**config.mk**
```make
export PLATFORM = sky130hd
export DESIGN_NAME = reg_file_2r1w_flat
export DESIGN_NICKNAME = d
export VERILOG_FILES = /design/src/rtl/reg_file_2r1w_pkg.sv /design/src/rtl/reg_file_2r1w_if.sv /design/src/rtl/reg_file_2r1w_dec.sv /design/src/rtl/reg_file_2r1w.sv /design/src/flat_wrapper.sv
export SDC_FILE = /design/constraint.sdc
export NUM_CORES = 2
export LEC_CHECK = 0
export CAP_MARGIN = 20
export CELL_PAD_IN_SITES_DETAIL_PLACEMENT = 1
export CELL_PAD_IN_SITES_GLOBAL_PLACEMENT = 1
export CORE_MARGIN = 8
export CORE_UTILIZATION = 54
export DETAILED_ROUTE_END_ITERATION = 16
export PLACE_DENSITY_LB_ADDON = 0.08
export SLEW_MARGIN = 10
export SYNTH_ARGS = -nofsm -noshare
export SYNTH_HDL_FRONTEND = slang
export SYNTH_SLANG_ARGS = --single-unit
```
**constraint.sdc**
```tcl
create_clock -name clk -period 4.3 [get_ports clk]
set_clock_uncertainty 0.1 [all_clocks]
set_input_delay 0.43 -clock clk [delete_from_list [all_inputs] [get_ports clk]]
set_output_delay 0.43 -clock clk [all_outputs]
set_load 0.02 [all_outputs]
```
**src/rtl/reg_file_2r1w_pkg.sv**
```systemverilog
// Shared constants and types for the RV32I integer register file.
package reg_file_2r1w_pkg;
    localparam int XLEN  = 32;
    localparam int NREGS = 32;
    localparam int AW    = 5;
    localparam int CNT_W = 16;

    localparam logic [CNT_W-1:0] CNT_MAX = '1;

    typedef logic [AW-1:0] reg_addr_t;

    localparam reg_addr_t ZERO_REG = 5'd0;
endpackage

```
**src/rtl/reg_file_2r1w_if.sv**
```systemverilog
// Read/write port bundle between the pipeline (master) and the register file (slave).
interface reg_file_2r1w_if;
    import reg_file_2r1w_pkg::*;

    reg_addr_t              rs1_addr;
    reg_addr_t              rs2_addr;
    reg_addr_t              rd_addr;
    logic [XLEN-1:0]        wr_data;
    logic                   reg_write;
    reg_addr_t              dbg_addr;
    logic [XLEN-1:0]        rs1_data;
    logic [XLEN-1:0]        rs2_data;
    logic [XLEN-1:0]        dbg_data;
    logic [CNT_W-1:0]       wr_count;

    modport master (
        output rs1_addr, rs2_addr, rd_addr, wr_data, reg_write, dbg_addr,
        input  rs1_data, rs2_data, dbg_data, wr_count
    );

    modport slave (
        input  rs1_addr, rs2_addr, rd_addr, wr_data, reg_write, dbg_addr,
        output rs1_data, rs2_data, dbg_data, wr_count
    );
endinterface

```
**src/rtl/reg_file_2r1w_dec.sv**
```systemverilog
// 5-to-32 write-enable decoder: one-hot load vector gated by en.
module reg_file_2r1w_dec
    import reg_file_2r1w_pkg::*;
(
    input  logic             en,
    input  reg_addr_t        addr,
    output logic [NREGS-1:0] load
);

    always_comb begin
        load       = '0;
        load[addr] = en;
    end

endmodule

```
**src/rtl/reg_file_2r1w.sv**
```systemverilog
// 32 x 32-bit register file: two bypassable read ports, one debug read port,
// one write port, and a saturating count of committed non-x0 writes.
module reg_file_2r1w
    import reg_file_2r1w_pkg::*;
#(
    parameter bit BYPASS_EN = 1'b1
) (
    input  logic           clk,
    input  logic           rst,
    reg_file_2r1w_if.slave bus
);

    logic [XLEN-1:0]  regs_q [NREGS];
    logic [XLEN-1:0]  regs_d [NREGS];
    logic [CNT_W-1:0] wr_count_q;
    logic [CNT_W-1:0] wr_count_d;
    logic [NREGS-1:0] load;
    logic             byp_ok;
    logic             hit1;
    logic             hit2;

    reg_file_2r1w_dec u_dec (
        .en   (bus.reg_write & ~rst),
        .addr (bus.rd_addr),
        .load (load)
    );

    always_comb begin
        for (int i = 0; i < NREGS; i++) begin
            regs_d[i] = regs_q[i];
            if (load[i]) begin
                regs_d[i] = bus.wr_data;
            end
        end
        // x0 is hardwired; its load bit is deliberately dropped here.
        regs_d[0] = '0;

        wr_count_d = wr_count_q;
        if (|load[NREGS-1:1] && wr_count_q != CNT_MAX) begin
            wr_count_d = wr_count_q + 16'd1;
        end
    end

    always_ff @(posedge clk) begin
        if (rst) begin
            for (int i = 0; i < NREGS; i++) begin
                regs_q[i] <= '0;
            end
            wr_count_q <= '0;
        end else begin
            for (int i = 0; i < NREGS; i++) begin
                regs_q[i] <= regs_d[i];
            end
            wr_count_q <= wr_count_d;
        end
    end

    always_comb begin
        byp_ok = BYPASS_EN && bus.reg_write && !rst && (bus.rd_addr != ZERO_REG);
        hit1   = byp_ok && (bus.rd_addr == bus.rs1_addr);
        hit2   = byp_ok && (bus.rd_addr == bus.rs2_addr);
    end

    assign bus.rs1_data = hit1 ? bus.wr_data :
                          (bus.rs1_addr == ZERO_REG) ? '0 : regs_q[bus.rs1_addr];
    assign bus.rs2_data = hit2 ? bus.wr_data :
                          (bus.rs2_addr == ZERO_REG) ? '0 : regs_q[bus.rs2_addr];
    assign bus.dbg_data = (bus.dbg_addr == ZERO_REG) ? '0 : regs_q[bus.dbg_addr];
    assign bus.wr_count = wr_count_q;

endmodule

```
**src/flat_wrapper.sv**
```systemverilog
// flat-port wrapper written by rule: the top's interface ports become plain ports
module reg_file_2r1w_flat import reg_file_2r1w_pkg::*;
#(
    parameter bit BYPASS_EN = 1'b1
)
  (clk, rst, bus_rs1_addr, bus_rs2_addr, bus_rd_addr, bus_wr_data, bus_reg_write, bus_dbg_addr, bus_rs1_data, bus_rs2_data, bus_dbg_data, bus_wr_count);
  reg_file_2r1w_if bus_i ();
  input  logic clk;
  input  logic rst;
  input wire logic [$bits(bus_i.rs1_addr)-1:0] bus_rs1_addr;
  input wire logic [$bits(bus_i.rs2_addr)-1:0] bus_rs2_addr;
  input wire logic [$bits(bus_i.rd_addr)-1:0] bus_rd_addr;
  input wire logic [$bits(bus_i.wr_data)-1:0] bus_wr_data;
  input wire logic [$bits(bus_i.reg_write)-1:0] bus_reg_write;
  input wire logic [$bits(bus_i.dbg_addr)-1:0] bus_dbg_addr;
  output wire logic [$bits(bus_i.rs1_data)-1:0] bus_rs1_data;
  output wire logic [$bits(bus_i.rs2_data)-1:0] bus_rs2_data;
  output wire logic [$bits(bus_i.dbg_data)-1:0] bus_dbg_data;
  output wire logic [$bits(bus_i.wr_count)-1:0] bus_wr_count;
  assign bus_i.rs1_addr = bus_rs1_addr;
  assign bus_i.rs2_addr = bus_rs2_addr;
  assign bus_i.rd_addr = bus_rd_addr;
  assign bus_i.wr_data = bus_wr_data;
  assign bus_i.reg_write = bus_reg_write;
  assign bus_i.dbg_addr = bus_dbg_addr;
  assign bus_rs1_data = bus_i.rs1_data;
  assign bus_rs2_data = bus_i.rs2_data;
  assign bus_dbg_data = bus_i.dbg_data;
  assign bus_wr_count = bus_i.wr_count;
  reg_file_2r1w #(.BYPASS_EN(BYPASS_EN)) u_core (.clk(clk), .rst(rst), .bus(bus_i));
endmodule
```
==> run summary <==
Measured along the y axis, the die boundary spans 348 µm. By count the netlist is led by sky130_fd_sc_hd__edfxtp_1 (992), sky130_fd_sc_hd__mux4_2 (688), sky130_fd_sc_hd__and2_1 (549), sky130_fd_sc_hd__clkbuf_1 (270), sky130_fd_sc_hd__mux2i_1 (199). The global-route congestion overflow total came out at 0. In this run the number of H-tree levels came out at 3.

The number of setup buffers added after CTS is 0. The area of the placeable core was 109000 µm². The starting utilization of the core area is 54.6%. At the end of routability-driven placement, the weighted congestion stood at 0.942. The first detailed-routing pass took 6 iterations.

Sorting the synthesized cells by area gives the leading types as sky130_fd_sc_hd__edfxtp_1 (50%), sky130_fd_sc_hd__mux4_2 (26%), sky130_fd_sc_hd__and2_1 (5.8%). 167 I/O pins were placed. CTS placed an instance of sky130_fd_sc_hd__clkbuf_16 at the clock tree root. The register clock-pin slew on the reported worst setup and hold paths was 0.06 ns; the layout cell share with drive strength beyond 1 was 34.2%. STA classifies the critical path startpoint as an input port.

The first global-routing pass estimated 335 mm of wire. In this run the horizontal extent of the chip is 348 µm. Setup repair after global routing left no endpoint under its margin. For the worst-skew pair, the clock arrives at the later sink with an insertion delay of 0.72 ns. Once layout is complete, the cells apart from fillers number 5387. Detailed routing inserted a total of 42.8k vias. The power density of the placed cells was 395 nW/µm². The initial antenna violation count was 19; the peak per-stage delay on the critical path was 0.75 ns. The max-slew violation count was 0; the top achievable clock speed was 241 MHz.

Time the final worst path needs with I/O delays and setup: 4.15 ns. In the routed design, unresolved DRC markers number 0. The layout has 9466 filler cells. The final count of hold timing violations is 0. The analysis attributes to cell leakage a power of 0.0232 µW.

The endpoint kind of the worst setup timing path was an output port. Summing internal, switching and leakage power gives 26900 µW. The signed area change from the synthesized netlist to the final layout is 14.3%, and the initial DRC count is 7238. The floorplan has 121 rows. Flop and latch count out of synthesis: 1008.

TritonCTS built the clock tree. At the pin with the least slew margin, the transition time is 1.17 ns. The total global routing track utilization is 38.9%.

The share of Yosys cell area claimed by the top area cell type is 50.1%. No sink is reached through more buffers than the 3 on the longest clock path. Setup violations remaining at the end of the flow were counted as 0.

The maximum fanout along the worst path works out to 49. The master of the slowest instance on the critical path is sky130_fd_sc_hd__clkdlybuf4s50_1. The logs give 241 mm for the detailed-route wire length and 3.77 ns for the required time at the endpoint of the critical path. Worst vdd rail ir drop: 0.398 mV.

The arrival time reported for the critical path endpoint is 3.62 ns, and the number of warning messages in the yosys log is 0. For this design, the CTS-stage hold fixing added 0 buffers. The detail route stage leaves a number of antenna-violating nets equal to 0. Counting distinct cell types in the post-synthesis netlist gives 53. After detailed placement, the design holds a cell count of 5175.

Dividing the final minimum period by the clock period gives 96.4%. Entering global routing, the biggest net connects 58 pins. The most used flip-flop cell after synthesis is sky130_fd_sc_hd__edfxtp_1.

The number of global-route vias before repair was 43.4k. Counting flops with a built-in enable in the synthesized netlist gives 992. The post-synthesis area per instance was 16.0 µm². In the post-synthesis netlist, the cell with the most instances is sky130_fd_sc_hd__edfxtp_1. The signal on the critical path passes through buf_6 -> buf_4 -> and2_2 -> buf_12 -> a22o_1 -> a221oi_2 -> o211ai_1 -> clkdlybuf4s50_1. The class of the tightest hold or removal check was in -> reg. The worst setup path is of the in -> out kind. Summed over all nets, the half-perimeter wirelength after detailed placement is 153 mm. The die covers 121000 µm². Of all flip-flops after synthesis, the portion carrying an async set or reset was 0%.

For the number of nets in the final layout, the log shows 3929. Headroom to the max-slew limit came out at 21.3%. The number of clock buffers added by TritonCTS is 110. Dividing the detail-routed via count by the number of cells gives 7.94. The biggest area contributor in the post-synthesis netlist is sky130_fd_sc_hd__edfxtp_1. In the final routed layout, each cell accounts on average for 44.7 µm. The share of synthesized area occupied by flip-flops and latches was 50.6%; the final sum of negative setup slack was 0 ns. When the netlist entered floorplanning its net count stood at 3779.

The flow ran to the end, and the final reports show no timing, DRC or antenna violations. The tree built by TritonCTS fans out to 1008 sinks. Port buffering added 166 buffers. Synthesis produced a netlist whose cell count is 3723. Max-cap violations in this run came to 0.

For the cell area after synthesis, the log shows 59500 µm².
==> stage by stage <==
| stage | util, % | instance area [µm²] | hold slack, ns | worst slack [ns] |
|---|---|---|---|---|
| after floorplan | - | 59500 | 0.451 | 0.989 |
| after global placement | 59.1 | 64400 | 0.378 | 0.212 |
| final | 62.4 | 68000 | 0.412 | 0.155 |
| after global routing | 62.4 | 68000 | 0.448 | 0.0871 |
| after CTS | 62.4 | 68000 | 0.383 | 0.201 |
| after detailed placement | 59.1 | 64400 | 0.408 | 0.210 |
==> flip-flops by register name, summed over array words and instances, names as in the netlist <==
signal               flops
u_core.bus.wr_count     16
u_core.regs_q          992
==> cell usage in the layout, fill, tap and decap left out, types with 44 or more instances in the layout <==
cell type,synthesis,layout
sky130_fd_sc_hd__buf_4,29,245
sky130_fd_sc_hd__edfxtp_1,992,992
sky130_fd_sc_hd__and2_1,549,548
sky130_fd_sc_hd__buf_12,0,70
sky130_fd_sc_hd__a22o_1,63,63
sky130_fd_sc_hd__mux2i_1,199,199
sky130_fd_sc_hd__a22oi_1,108,108
sky130_fd_sc_hd__clkbuf_16,0,112
sky130_fd_sc_hd__mux2_2,123,123
sky130_fd_sc_hd__nor2b_1,75,70
sky130_fd_sc_hd__a21oi_1,46,46
sky130_fd_sc_hd__nand2_1,44,44
sky130_fd_sc_hd__mux4_2,688,688
sky130_fd_sc_hd__clkdlybuf4s50_1,0,130
==> area by class of cell <==
cell class | instances | area [µm²] | share of cell area [%]
Sequential cell | 1008 | 30100 | 44.3
Clock buffer | 127 | 2860 | 4.20
Multi-Input combinational cell | 2294 | 27800 | 40.9
Timing Repair Buffer | 459 | 4690 | 6.89
Clock inverter | 76 | 733 | 1.08
Tap cell | 1414 | 1770 | 2.60
Antenna cell | 9 | 22.5 | 0.0331
==> metal layers <==
layer	global-route usage, %	part of all wire, %
met2	57.9	45
met1	50.4	34
met4	19.4	5.7
met3	14.5	15
met5	0	0.021
==> worst max-delay path: cells and delay by family <==
| kind | cells | cell delay, ns |
|---|---|---|
| buf+inv | 4 | 1.85 |
| simple gates | 1 | 0.24 |
| compound gates | 3 | 0.95 |
==> cell families (layout without fill, tap and decap cells) <==
family	count (synthesis)	in the layout	share of synthesized area, %
DFF	1008	1008	50.6
AOI/OAI and AO/OA	453	453	6.03
buffers and inverters	421	662	3.21
muxes	1010	1010	31.7
xor gates and xnor gates	20	20	0.294
and+or+nand+nor	810	810	8.10
adders and majority gates	1	1	0.0210
other	0	9	0
==> where the power goes <==
group / internal [µW] / switching [µW] / total [µW]
Clock: 5570 / 4150 / 9720
Sequential: 11500 / 533 / 12000
Combinational: 2270 / 2810 / 5090
Total: 19400 / 7500 / 26900
==> final timing paths <==
path	from	to	slack [ns]	cells after the start
max	bus_rs2_addr[1]	bus_rs2_data[30]	0.15	8
min	bus_reg_write	u_core.bus.wr_count[12]$_SDFFE_PP0P_	0.41	5
max reg2reg	u_core.bus.wr_count[0]$_SDFFE_PP0P_	u_core.bus.wr_count[15]$_SDFFE_PP0P_	2.01	5
min reg2reg	u_core.bus.wr_count[4]$_SDFFE_PP0P_	u_core.bus.wr_count[4]$_SDFFE_PP0P_	0.41	1
==> repair_timing <==
action / 4_1_cts / 5_1_grt
endpoints found under the setup margin: 0 / 1
endpoints found under the hold margin: 0 / 0
gates resized for setup: 0 / 1
Power figures use the tool's default switching activity.
